`src/rtl/aptpu_pkg.sv`:
```
// Shared definitions for the approximate-TPU datapath blocks.
//   APTPU_ADDER_LENGTH   : default operand width of the shared adders
//   APTPU_IMPRECISE_PART : default width of the approximate LSB field
//   APTPU_NUM_REQ        : default requester count for the arbiters
//   id_width()           : requester-ID width (at least one bit)
package aptpu_pkg;

    localparam int APTPU_ADDER_LENGTH   = 32;
    localparam int APTPU_IMPRECISE_PART = 16;
    localparam int APTPU_NUM_REQ        = 4;

    // A single requester would otherwise yield a zero-width ID bus.
    function automatic int id_width(input int n);
        return (n < 2) ? 1 : $clog2(n);
    endfunction

endpackage

```
`src/rtl/hoeraa_adder.sv`:
```
// Combinational approximate adder.
// The low IMPRECISE_PART bits are approximated; the bits above them form an
// exact ripple-carry add whose carry-in is generated from the top approximate
// bit pair.
// Ports:
//   a, b : operands, ADDER_LENGTH bits
//   sum  : approximate sum, ADDER_LENGTH+1 bits (MSB is carry-out)
module hoeraa_adder
    import aptpu_pkg::*;
#(
    parameter int ADDER_LENGTH   = APTPU_ADDER_LENGTH,
    parameter int IMPRECISE_PART = APTPU_IMPRECISE_PART
) (
    input  logic [ADDER_LENGTH-1:0] a,
    input  logic [ADDER_LENGTH-1:0] b,
    output logic [ADDER_LENGTH:0]   sum
);

    localparam int HI_W = ADDER_LENGTH - IMPRECISE_PART;

    logic            carry_in;
    logic [HI_W:0]   hi_sum;

    // Carry into the exact part comes only from the top approximate bit pair.
    assign carry_in = a[IMPRECISE_PART-1] & b[IMPRECISE_PART-1];

    // Bits below IP-2 are forced high; the field is empty when IP == 2.
    generate
        if (IMPRECISE_PART > 2) begin : g_fill
            assign sum[IMPRECISE_PART-3:0] = '1;
        end
    endgenerate

    assign sum[IMPRECISE_PART-2] = a[IMPRECISE_PART-2] | b[IMPRECISE_PART-2];

    // When the top pair generates a carry, the bit becomes the AND of the
    // pair below it instead of the OR of its own pair.
    assign sum[IMPRECISE_PART-1] = carry_in ? (a[IMPRECISE_PART-2] & b[IMPRECISE_PART-2])
                                            : (a[IMPRECISE_PART-1] | b[IMPRECISE_PART-1]);

    assign hi_sum = {1'b0, a[ADDER_LENGTH-1:IMPRECISE_PART]}
                  + {1'b0, b[ADDER_LENGTH-1:IMPRECISE_PART]}
                  + {{HI_W{1'b0}}, carry_in};

    assign sum[ADDER_LENGTH:IMPRECISE_PART] = hi_sum;

endmodule

```
`src/rtl/hoeraa_add_arbiter.sv`:
```
// Round-robin scheduler sharing one hoeraa_adder among NUM_REQ requesters.
// Stage 1 registers the granted operand pair; the adder sits between stage 1
// and stage 2; stage 2 holds the tagged result for the response channel.
// Ports:
//   clk, rst_n           : clock, asynchronous active-low reset
//   req_valid/req_ready  : per-requester handshake (ready is one-hot or zero)
//   req_a, req_b         : flattened operands, requester i at [i*AL +: AL]
//   rsp_valid/rsp_ready  : response handshake with backpressure
//   rsp_sum, rsp_id      : approximate sum (with carry-out) and requester ID
//   busy                 : either pipeline stage holds valid data
module hoeraa_add_arbiter
    import aptpu_pkg::*;
#(
    parameter int  NUM_REQ        = APTPU_NUM_REQ,
    parameter int  ADDER_LENGTH   = APTPU_ADDER_LENGTH,
    parameter int  IMPRECISE_PART = APTPU_IMPRECISE_PART,
    localparam int ID_W           = id_width(NUM_REQ)
) (
    input  logic                            clk,
    input  logic                            rst_n,
    input  logic [NUM_REQ-1:0]              req_valid,
    output logic [NUM_REQ-1:0]              req_ready,
    input  logic [NUM_REQ*ADDER_LENGTH-1:0] req_a,
    input  logic [NUM_REQ*ADDER_LENGTH-1:0] req_b,
    output logic                            rsp_valid,
    input  logic                            rsp_ready,
    output logic [ADDER_LENGTH:0]           rsp_sum,
    output logic [ID_W-1:0]                 rsp_id,
    output logic                            busy
);

    localparam int IX_W = ID_W + 1;

    logic [ADDER_LENGTH-1:0] a_slice [NUM_REQ];
    logic [ADDER_LENGTH-1:0] b_slice [NUM_REQ];

    logic                    op_vld;
    logic [ADDER_LENGTH-1:0] op_a;
    logic [ADDER_LENGTH-1:0] op_b;
    logic [ID_W-1:0]         op_id;
    logic [ID_W-1:0]         rr_ptr;

    logic                    s1_free;
    logic                    s2_free;
    logic                    grant_found;
    logic [ID_W-1:0]         grant_idx;
    logic [ID_W-1:0]         ptr_next;
    logic                    handshake;
    logic [ADDER_LENGTH:0]   add_sum;

    genvar gi;
    generate
        for (gi = 0; gi < NUM_REQ; gi++) begin : g_req
            assign a_slice[gi]   = req_a[gi*ADDER_LENGTH +: ADDER_LENGTH];
            assign b_slice[gi]   = req_b[gi*ADDER_LENGTH +: ADDER_LENGTH];
            // Reset gating keeps ready low while rst_n is held, even though
            // the empty stages would otherwise look free.
            assign req_ready[gi] = rst_n & s1_free & grant_found
                                 & (grant_idx == ID_W'(gi));
        end
    endgenerate

    assign s2_free = !rsp_valid | rsp_ready;
    assign s1_free = !op_vld | s2_free;
    assign busy    = op_vld | rsp_valid;

    // First asserted valid at or after rr_ptr, wrapping modulo NUM_REQ.
    always_comb begin
        logic [IX_W-1:0] probe;
        logic [ID_W-1:0] cand;
        grant_found = 1'b0;
        grant_idx   = '0;
        probe       = '0;
        cand        = '0;
        for (int k = 0; k < NUM_REQ; k++) begin
            probe = {1'b0, rr_ptr} + IX_W'(k);
            if (probe >= IX_W'(NUM_REQ)) begin
                probe = probe - IX_W'(NUM_REQ);
            end
            cand = probe[ID_W-1:0];
            if (!grant_found && req_valid[cand]) begin
                grant_found = 1'b1;
                grant_idx   = cand;
            end
        end
    end

    assign handshake = |(req_valid & req_ready);
    assign ptr_next  = (grant_idx == ID_W'(NUM_REQ - 1)) ? '0 : grant_idx + 1'b1;

    hoeraa_adder #(
        .ADDER_LENGTH   (ADDER_LENGTH),
        .IMPRECISE_PART (IMPRECISE_PART)
    ) u_add (
        .a   (op_a),
        .b   (op_b),
        .sum (add_sum)
    );

    always_ff @(posedge clk or negedge rst_n) begin
        if (!rst_n) begin
            op_vld    <= 1'b0;
            op_a      <= '0;
            op_b      <= '0;
            op_id     <= '0;
            rr_ptr    <= '0;
            rsp_valid <= 1'b0;
            rsp_sum   <= '0;
            rsp_id    <= '0;
        end else begin
            // Stage 2: load from stage 1 when it can move, else drain.
            if (op_vld && s2_free) begin
                rsp_valid <= 1'b1;
                rsp_sum   <= add_sum;
                rsp_id    <= op_id;
            end else if (rsp_ready) begin
                rsp_valid <= 1'b0;
            end

            // Stage 1: a same-cycle handshake refills it as it empties.
            if (handshake) begin
                op_vld <= 1'b1;
                op_a   <= a_slice[grant_idx];
                op_b   <= b_slice[grant_idx];
                op_id  <= grant_idx;
                rr_ptr <= ptr_next;
            end else if (op_vld && s2_free) begin
                op_vld <= 1'b0;
            end
        end
    end

endmodule

```
`config.mk`:
```
export PLATFORM = sky130hd
export DESIGN_NAME = hoeraa_add_arbiter
export DESIGN_NICKNAME = d
export VERILOG_FILES = /design/src/rtl/aptpu_pkg.sv /design/src/rtl/hoeraa_adder.sv /design/src/rtl/hoeraa_add_arbiter.sv
export SDC_FILE = /design/constraint.sdc
export NUM_CORES = 1
export LEC_CHECK = 0
export ABC_AREA = 1
export CAP_MARGIN = 20
export CORE_MARGIN = 5
export CORE_UTILIZATION = 39
export DETAILED_ROUTE_END_ITERATION = 8
export PLACE_DENSITY = 0.87
export SETUP_SLACK_MARGIN = 0.4
export SLEW_MARGIN = 10
export SYNTH_ARGS = -nofsm -noshare
export SYNTH_HDL_FRONTEND = slang
export SYNTH_SLANG_ARGS = --single-unit
```
`constraint.sdc`:
```
create_clock -name clk -period 3.2 [get_ports clk]
set_input_delay 0.48 -clock clk [delete_from_list [all_inputs] [get_ports clk]]
set_output_delay 0.48 -clock clk [all_outputs]
set_load 0.02 [all_outputs]
```
## Yosys cells after proc, flatten, opt, wreduce, memory -nomap -nowiden

Index checks and enable logic that the tools add are counted.

- Bits in registers: 105

- Add/subtract/negate cells: 10
- Order comparisons: 9
- Eq/ne operators: 3
- Mux-type cells: 32
- Bitwise logic cells: 15
- Reduce and logical (&&, ||, !) cells: 13

Operator list:

| cell | number |
|---|---|
| $bmux 32 s2 | 2 |
| $mux 32 | 4 |
| $mux 2 | 9 |
| $add 16x16->17 | 1 |
| $add 17x1->17 | 1 |
| $mux 1 | 13 |
| $ge 3x3->1 const B | 4 |
| $lt 2x3->1 const B | 4 |
| $and 1x1->1 | 8 |
| $bmux 1 s2 | 4 |
| $sub 2x1->2 const B | 4 |
| $add 2x2->3 const B | 2 |
| $logic_not 1->1 | 5 |
| $or 1x1->1 | 5 |
| $and 4x4->4 | 1 |
| $eq 2x2->1 const B | 2 |
| $logic_and 1x1->1 | 4 |
| $reduce_bool 2->1 | 2 |
| $reduce_or 4->1 | 1 |
| $add 2x1->3 const B | 1 |
| $ge 2x3->1 const B | 1 |
| $not 2->3 | 1 |
| $add 2x1->2 const B | 1 |
| $eq 2x1->1 const B | 1 |
| $logic_not 2->1 | 1 |

## Longest topological paths before layout

Gate-level depths: netlist of run 1.

- Depth after elaboration: 19
- Mapped depth: 18
- Mapped depth without buffers: 15

## Hierarchy

From an unflattened synthesis of run 1, not the netlist that was laid out.

- Cell total of the unflattened synthesis: 1294
- Area total of the unflattened synthesis: 8197.9 um^2

Modules (own cells, without submodules):

| module | instances | cells each | area an instance (um^2) |
|---|---|---|---|
| hoeraa_add_arbiter | 1 | 1084 | 7074.3 |
| hoeraa_adder | 1 | 210 | 1123.6 |

## Worst setup path before layout of run 1

No wires, ideal clock.

- Path kind: register to output
- Start: reg rr_ptr[0]
- End: out req_ready[2]
- Arrival: 1953 ps
- Data required time: 2720 ps
- Setup slack: 767 ps
- Cell stages (with the launch flop): 13
- Buffers on the path: 3
- Cells stage by stage: dfrtp_1 > buf_6 > inv_6 > nand2_1 > nand3_1 > nand2_1 > nor2_2 > nand2_1 > nor2_1 > nor2_2 > buf_4 > buf_4 > nor3_1

- Word-level cells in the longest chain between the ends: 16
- Elaborated cells on any way between the ends: 40

RTL lines:

| item | RTL line | text |
|---|---|---|
| start: declaration | hoeraa_add_arbiter.sv:41 | `logic [ID_W-1:0] rr_ptr;` |
| start signal: assignment | hoeraa_add_arbiter.sv:126 | `rr_ptr <= ptr_next;` |
| branches (longest 15 deep; another with $add 2x1->3) | -- |  |
| $and 1x1->1 * | hoeraa_add_arbiter.sv:59 | `& (grant_idx == ID_W'(gi));` |
| end: declaration | hoeraa_add_arbiter.sv:22 | `output logic [NUM_REQ-1:0] req_ready,` |

Every way passes the cells marked *. The select of a mux whose other input is x is not followed.

## Final worst setup path of run 1

- Start: in req_valid[3]
- End: out req_ready[2]

- Word-level cells in the longest chain between the ends: 14
- Elaborated cells on any way between the ends: 25

RTL lines:

| item | RTL line | text |
|---|---|---|
| start: declaration | hoeraa_add_arbiter.sv:21 | `input logic [NUM_REQ-1:0] req_valid,` |
| $bmux 1 s2 | hoeraa_add_arbiter.sv:81 | `if (!grant_found && req_valid[cand]) begin` |
| $mux 1 (implied by the code) | hoeraa_add_arbiter.sv:81 |  |
| $mux 1 | hoeraa_add_arbiter.sv:81 |  |
| $logic_not 1->1 | hoeraa_add_arbiter.sv:81 |  |
| $logic_and 1x1->1 | hoeraa_add_arbiter.sv:81 |  |
| $mux 1 | hoeraa_add_arbiter.sv:81 |  |
| $logic_not 1->1 | hoeraa_add_arbiter.sv:81 |  |
| $logic_and 1x1->1 | hoeraa_add_arbiter.sv:81 |  |
| $mux 1 | hoeraa_add_arbiter.sv:81 |  |
| $logic_not 1->1 | hoeraa_add_arbiter.sv:81 |  |
| $logic_and 1x1->1 | hoeraa_add_arbiter.sv:81 |  |
| $mux 2 or $mux 1 (tied branches) | hoeraa_add_arbiter.sv:81 |  |
| $eq 2x2->1 or $and 1x1->1 (tied branches) | hoeraa_add_arbiter.sv:59, hoeraa_add_arbiter.sv:58 |  |
| $and 1x1->1 * | hoeraa_add_arbiter.sv:59 |  |

Mark *: on every way between the ends. The rest lies on a longest branch, timed or not. The select of a mux whose other input is x is not followed.

==> out/summary.txt, run 1 <==
Bufs on Longest Clock Path - 2
Clk_skew - 0.00542 ns
Dpl cells - 1,127
Largest family of logic cells by synthesized area - simple AND/OR/NAND/NOR gates
Maximum vdd drop - 0.891 mV
CP bufs+invs - 4
Delay-heaviest family, CP - simple AND/OR/NAND/NOR gates
# rows - 42
Worst-Skew Late Latency - 0.33 ns
Initial antenna violation count - 0
RR Startpoint - op_a[15]$_DFFE_PN0P_
Crit path from - req_valid[3]
Total Nets Final - 1,242
Status - finished, final reports clean
Total Wirelength - 15,800 um
Avg Vias per Cell - 4.98
CP Data Required Time - 2.72 ns
Cell Area, Synth - 0.00513 mm2
Final setup violating endpoints - 0
WP data arrival - 2.20 ns
Overall Global Routing Usage - 0.199
Synthesized net count - 1,093
Worst path max stage delay - 0.42 ns
DRC viols - 0
Clock-pin slew on the worst setup and hold paths - 0.05 ns
Final Hold Fails - 0
Fin crit share - 0.836
Post-synth top area share - 0.337
Crit path max-delay cell type - clkdlybuf4s50_1
Routed len/inst - 13.8 um
CTS Buf Count - 9
Chip Width - 125 um
Post-synthesis compound-gate area fraction - 0.0500
CP max FO - 4
Simple-Gate Fraction of Synth Area - 0.483
RSZ-0062 raised after global routing - true
Pre-CTS setup slack - 0.0625 ns
Final cell count without fillers - 1,143
Total negative setup slack - 0 ns
Slew HR - 0.480
Power Density - 1190 mW/mm2
Ant. Diodes - 0
Starting Density - 0.392
Post-synthesis mux area share - 0
Area growth syn-to-layout - 41.7%
Core area - 0.0131 mm2
Global route total overflow - 0
Number of global-route vias before repair - 5,398
Setup repair bufs after CTS - 0
Fraction of layout cells with a size suffix above 1 - 0.0558
Post-CTS Hold Buffers - 0
Synth cell types - 36
Final setup margin - 0.525 ns
CTS sink cnt - 64
Achievable clock frequency - 374 MHz
Chip height - 125 um
Worst-Margin Slew - 0.780 ns
I/O pins - 304
Seq/Total Area, Yosys - 0.312
First-pass GRT wire length - 25,800 um
Largest net degree at the start of global routing - 74
Tmin final - 2.68 ns
DP Wirelength - 11,700 um
DRT Pass-1 Iters - 5
Post-Synth XOR/XNOR Area - 0.0137
Min-Delay Path Class - input pin to async pin
Final GP Congestion - 0.848
Final Max Slew Viols - 0
Synth area leaders - nand2_1 (34%), dfrtp_1 (31%), nand4_1 (8.8%), ha_1 (3.7%), buf_4 (2.5%)
Area after DPL - 0.00696 mm2
Synth Register Bits - 64
Root Buffer - clkbuf_16
DR vias - 5,692
Port buffer count - 191
Synth area leader - nand2_1
Worst setup SP type - input pin
Asr flop ratio synth - 1.00
Top FF cell, synth - dfrtp_1
Total chip power - 8.64 mW
YS warnings - 0
Crit-path cells - clkdlybuf4s50_1 > inv_1 > nand2_1 > nand3_1 > nand2_1 > nor2_2 > nand3_2 > nand3_2 > inv_2 > nor3_1 > buf_2
Mean area per synthesized cell - 6.31 um2
Critical Path End Type - output port
Die area - 0.0156 mm2
Critical path class - input pin to output port
Final ANT Viol Nets - 0
Initial drt markers - 413
MaxCap Viol Count - 0
Cell count after synthesis - 813
CTS tree - done
Leakage power - 3.78 nW
H-Tree Depth - 3
Final instance area - 0.00727 mm2
Post-synth EDFFs - 0
Adder-Cell Fraction of Synth Area - 0.0444
==> state kept, by name, summed over array words and instances, names as in the netlist <==
signal     cells
rsp_valid      1
op_id          2
op_b          18
rr_ptr         2
op_vld         1
rsp_id         2
rsp_sum       20
op_a          18
==> cells in the mapped netlist, types with 5 or more instances <==
library cell,count
o21ai_0,21
nand3_1,19
dfrtp_1,64
ha_1,15
buf_1,5
a21oi_1,15
buf_6,8
clkbuf_1,14
nand4_1,72
buf_4,17
nand2_1,461
buf_2,19
nor2_1,15
inv_1,22
inv_2,5
==> metrics by stage <==
step,hold WS [ns],utilization
2_1_floorplan,0.184,-
3_3_place_gp,0.460,0.532
3_5_place_dp,0.466,0.532
4_1_cts,0.432,0.556
5_1_grt,0.493,0.556
6_report,0.387,0.556
==> area by class of cell <==
class	instances	area, um2
fillers	1214	5810
multi-input cells	657	3040
repair buffers	201	1970
flip-flops and latches	64	1600
clock buffers	10	239
well taps	176	220
inverters	29	116
clock inverters	6	82.6
==> repair_timing <==
| item | 4_1_cts | 5_1_grt |
|---|---|---|
| gates cloned | 0 | 0 |
| endpoints found under the hold margin | 0 | 0 |
| setup endpoints to repair | 4 | 44 |
| resized for setup | 7 | 18 |
==> cells in the final DEF (no fill, tap or decap), types with 2 or more instances in the layout <==
cell type / n
nand2_1: 461
clkdlybuf4s50_1: 186
nand4_1: 72
dfrtp_1: 63
inv_1: 22
o21ai_0: 20
nand3_1: 19
a21oi_1: 15
ha_1: 15
nor2_1: 14
buf_4: 10
clkbuf_16: 9
inv_2: 4
or2_2: 4
xnor2_1: 4
xor2_1: 4
nand2_2: 3
a21o_1: 3
clkinv_2: 3
nor2_2: 2
nand3_2: 2
nand3_4: 2
nor3_1: 2
o21ai_1: 2
o21bai_1: 2
fa_1: 2
bufinv_16: 2
buf_2: 2
clkbuf_2: 2
==> power breakdown <==
part           switching (mW)  internal, mW
logic                    4.00          2.11
clock network           0.346         0.698
registers               0.276          1.22
==> cell families after synthesis <==
logic type,after synthesis
buffers and inverters,92
DFF,64
AOI/OAI and AO/OA,47
xor gates and xnor gates,8
adders and majority gates,17
and+or+nand+nor,585
==> final timing paths <==
| path | endpoint | slack [ns] | cells after the start |
|---|---|---|---|
| setup / recovery | req_ready[2] | 0.52 | 11 |
| hold / removal | op_id[1]$_DFFE_PN0P_ | 0.39 | 2 |
| setup reg to reg | rsp_sum[26]$_DFFE_PN0P_ | 0.65 | 13 |
| hold reg to reg | rsp_id[1]$_DFFE_PN0P_ | 0.47 | 2 |
| max in group asynchronous | rr_ptr[0]$_DFFE_PN0P_ | 2.26 | 2 |
| min in group clk | rsp_id[1]$_DFFE_PN0P_ | 0.47 | 2 |
==> metal layers <==
layer	GRT usage	vias up	wire, um	part of all wire
met5	0	-	0	0
met4	0.0825	0	456	0.029
met3	0.0506	34	1380	0.087
met2	0.310	226	6920	0.44
met1	0.264	2529	7060	0.45
li1	-	2903	-	-
Power figures use the tool's default switching activity.
==> inputs of run 2 (changes only) <==
==> constraint.sdc (replaced) <==
create_clock -name clk -period 2.7 [get_ports clk]
set_input_delay 0.405 -clock clk [delete_from_list [all_inputs] [get_ports clk]]
set_output_delay 0.405 -clock clk [all_outputs]
set_load 0.02 [all_outputs]
==> out/summary.txt, run 2 (synthesis results as in run 1) <==
DR vias - 6,065
Tmin final - 2.53 ns
Die area - 0.0156 mm2
Largest Register - rsp_sum
Max reg flops - 20
I/O pins - 304
Routed len/inst - 15.5 um
Clk_skew - 0.00620 ns
Total Wirelength - 18,300 um
Number of global-route vias before repair - 5,553
DP Wirelength - 12,500 um
Leakage power - 4.05 nW
H-Tree Depth - 3
Avg Vias per Cell - 5.14
Critical path class - flip-flop to output port
Area growth syn-to-layout - 53.6%
Top Registers - rsp_sum (20), op_a (18), op_b (18)
Chip Width - 125 um
Starting Density - 0.392
Root Buffer - clkbuf_16
Slew HR - 0.460
Number of fillers in the final layout - 1,126
Final Max Slew Viols - 0
Chip height - 125 um
MaxCap Viol Count - 0
Final instance area - 0.00788 mm2
CP Data Required Time - 2.30 ns
Final setup violating endpoints - 0
RSZ-0062 raised after global routing - true
Global route total overflow - 0
CP max FO - 5
Worst-Skew Late Latency - 0.33 ns
# rows - 42
Initial antenna violation count - 0
Reg2reg end - op_id[0]$_DFFE_PN0P_
Status - finished, final reports clean
Fin crit share - 0.935
Overall Global Routing Usage - 0.213
CTS sink cnt - 64
Power Density - 1500 mW/mm2
RR Startpoint - rr_ptr[0]$_DFFE_PN0P_
Maximum vdd drop - 0.720 mV
Bufs on Longest Clock Path - 2
Achievable clock frequency - 396 MHz
Core area - 0.0131 mm2
Final Hold Fails - 0
Depth of the most critical reg-to-reg path - 13
Area after DPL - 0.00709 mm2
CTS Buf Count - 9
First-pass GRT wire length - 27,400 um
Area occupied by multi-input gates - 0.00325 mm2
Ant. Diodes - 0
Register area - 0.00160 mm2
Most frequent cells in the layout - nand2_1 (436), clkdlybuf4s50_1 (185), nand4_1 (72)
Port buffer count - 191
Largest net degree at the start of global routing - 73
Initial drt markers - 530
Total Nets Final - 1,278
Critical Path End Type - output port
CTS tree - done
Min-Delay Path Class - input pin to async pin
DRT Pass-1 Iters - 5
WP data arrival - 2.12 ns
DRC viols - 0
Most common cell after layout, fill and taps aside - nand2_1
Fraction of layout cells with a size suffix above 1 - 0.133
Clock-pin slew on the worst setup and hold paths - 0.06 ns
Final GP Congestion - 0.850
R2R setup slack - 0.38 ns
Worst-Margin Slew - 0.810 ns
Final ANT Viol Nets - 0
Worst setup SP type - flip-flop
Total negative setup slack - 0 ns
-- run 2: cell type report --
type                       instances  share of cell area
timing repair inverter             1            0.000635
timing repair buffer             236               0.304
tap                              176              0.0279
clock inverter                     6             0.00762
sequential                        64               0.203
inverter                          29              0.0148
multi-input combinational        657               0.413
clock buffer                      10              0.0290
-- run 2: through the flow --
stage	setup slack, ns	cells	util	total power [mW]	hold slack (ns)
global placement	-0.220	1140	0.542	9.24	0.453
floorplan	0.453	813	-	7.24	0.109
finish	0.175	1179	0.603	11.8	0.313
CTS	0.258	1163	0.575	10.8	0.359
global route	0.107	1179	0.603	12.9	0.413
detailed placement	-0.264	1140	0.542	9.36	0.460
-- run 2: how the worst max path moves through the flow --
stage	from	end	slack (ns)	cells past startpoint
floorplan	rr_ptr[0]$_DFFE_PN0P_	req_ready[3]	0.45	14
global placement	req_valid[3]	req_ready[3]	-0.22	14
detailed placement	req_valid[3]	req_ready[3]	-0.26	14
CTS	rr_ptr[0]$_DFFE_PN0P_	req_ready[3]	0.26	13
global route	req_valid[1]	req_ready[0]	0.11	13
finish	rr_ptr[0]$_DFFE_PN0P_	req_ready[0]	0.17	12
-- run 2: where the power goes --
part | total, mW | switching, mW | internal (mW) | leakage (nW)
clock network | 1.12 | 0.407 | 0.708 | 0.138
registers | 1.77 | 0.325 | 1.44 | 0.791
logic | 8.96 | 5.49 | 3.47 | 3.12
-- run 2: routing by layer --
metal  global-route usage  wire length [um]  vias up
li1                     -                 -     2983
met1                0.272              7710     2725
met2                0.349              8590      315
met3               0.0549              1510       42
met4               0.0709               510        0
met5                    0                 0        -
-- run 2: critical path, stage by stage (launching register included) --
cell and delay [ns]:
dfrtp_2 0.46, buf_6 0.15, nand2_2 0.06, nand2_2 0.07
nand2_2 0.09, nand2_4 0.08, a31oi_4 0.20, nand2_2 0.09
nor2_4 0.16, buf_6 0.13, nand2_4 0.05, nor2_4 0.10
buf_6 0.13
-- run 2: what timing repair did --
action | CTS | global route
cloned | 0 | 4
gates resized for setup | 50 | 58
setup endpoints to repair | 46 | 48
setup buffers | 7 | 12
hold endpoints to repair | 0 | 0
hold buffers | 0 | 0
pin swaps | 13 | 28
==> inputs of run 3 (changes only) <==
--- a/config.mk
+++ b/config.mk
@@ -9,7 +9,9 @@
 export CAP_MARGIN = 20
 export CORE_MARGIN = 5
 export CORE_UTILIZATION = 39
+export CTS_CLUSTER_SIZE = 25
 export DETAILED_ROUTE_END_ITERATION = 8
+export GPL_ROUTABILITY_DRIVEN = 0
 export PLACE_DENSITY = 0.87
 export SETUP_SLACK_MARGIN = 0.4
 export SLEW_MARGIN = 10
==> results of run 3 <==
No change in the layout: final DEF, timing and power equal those of run 2.
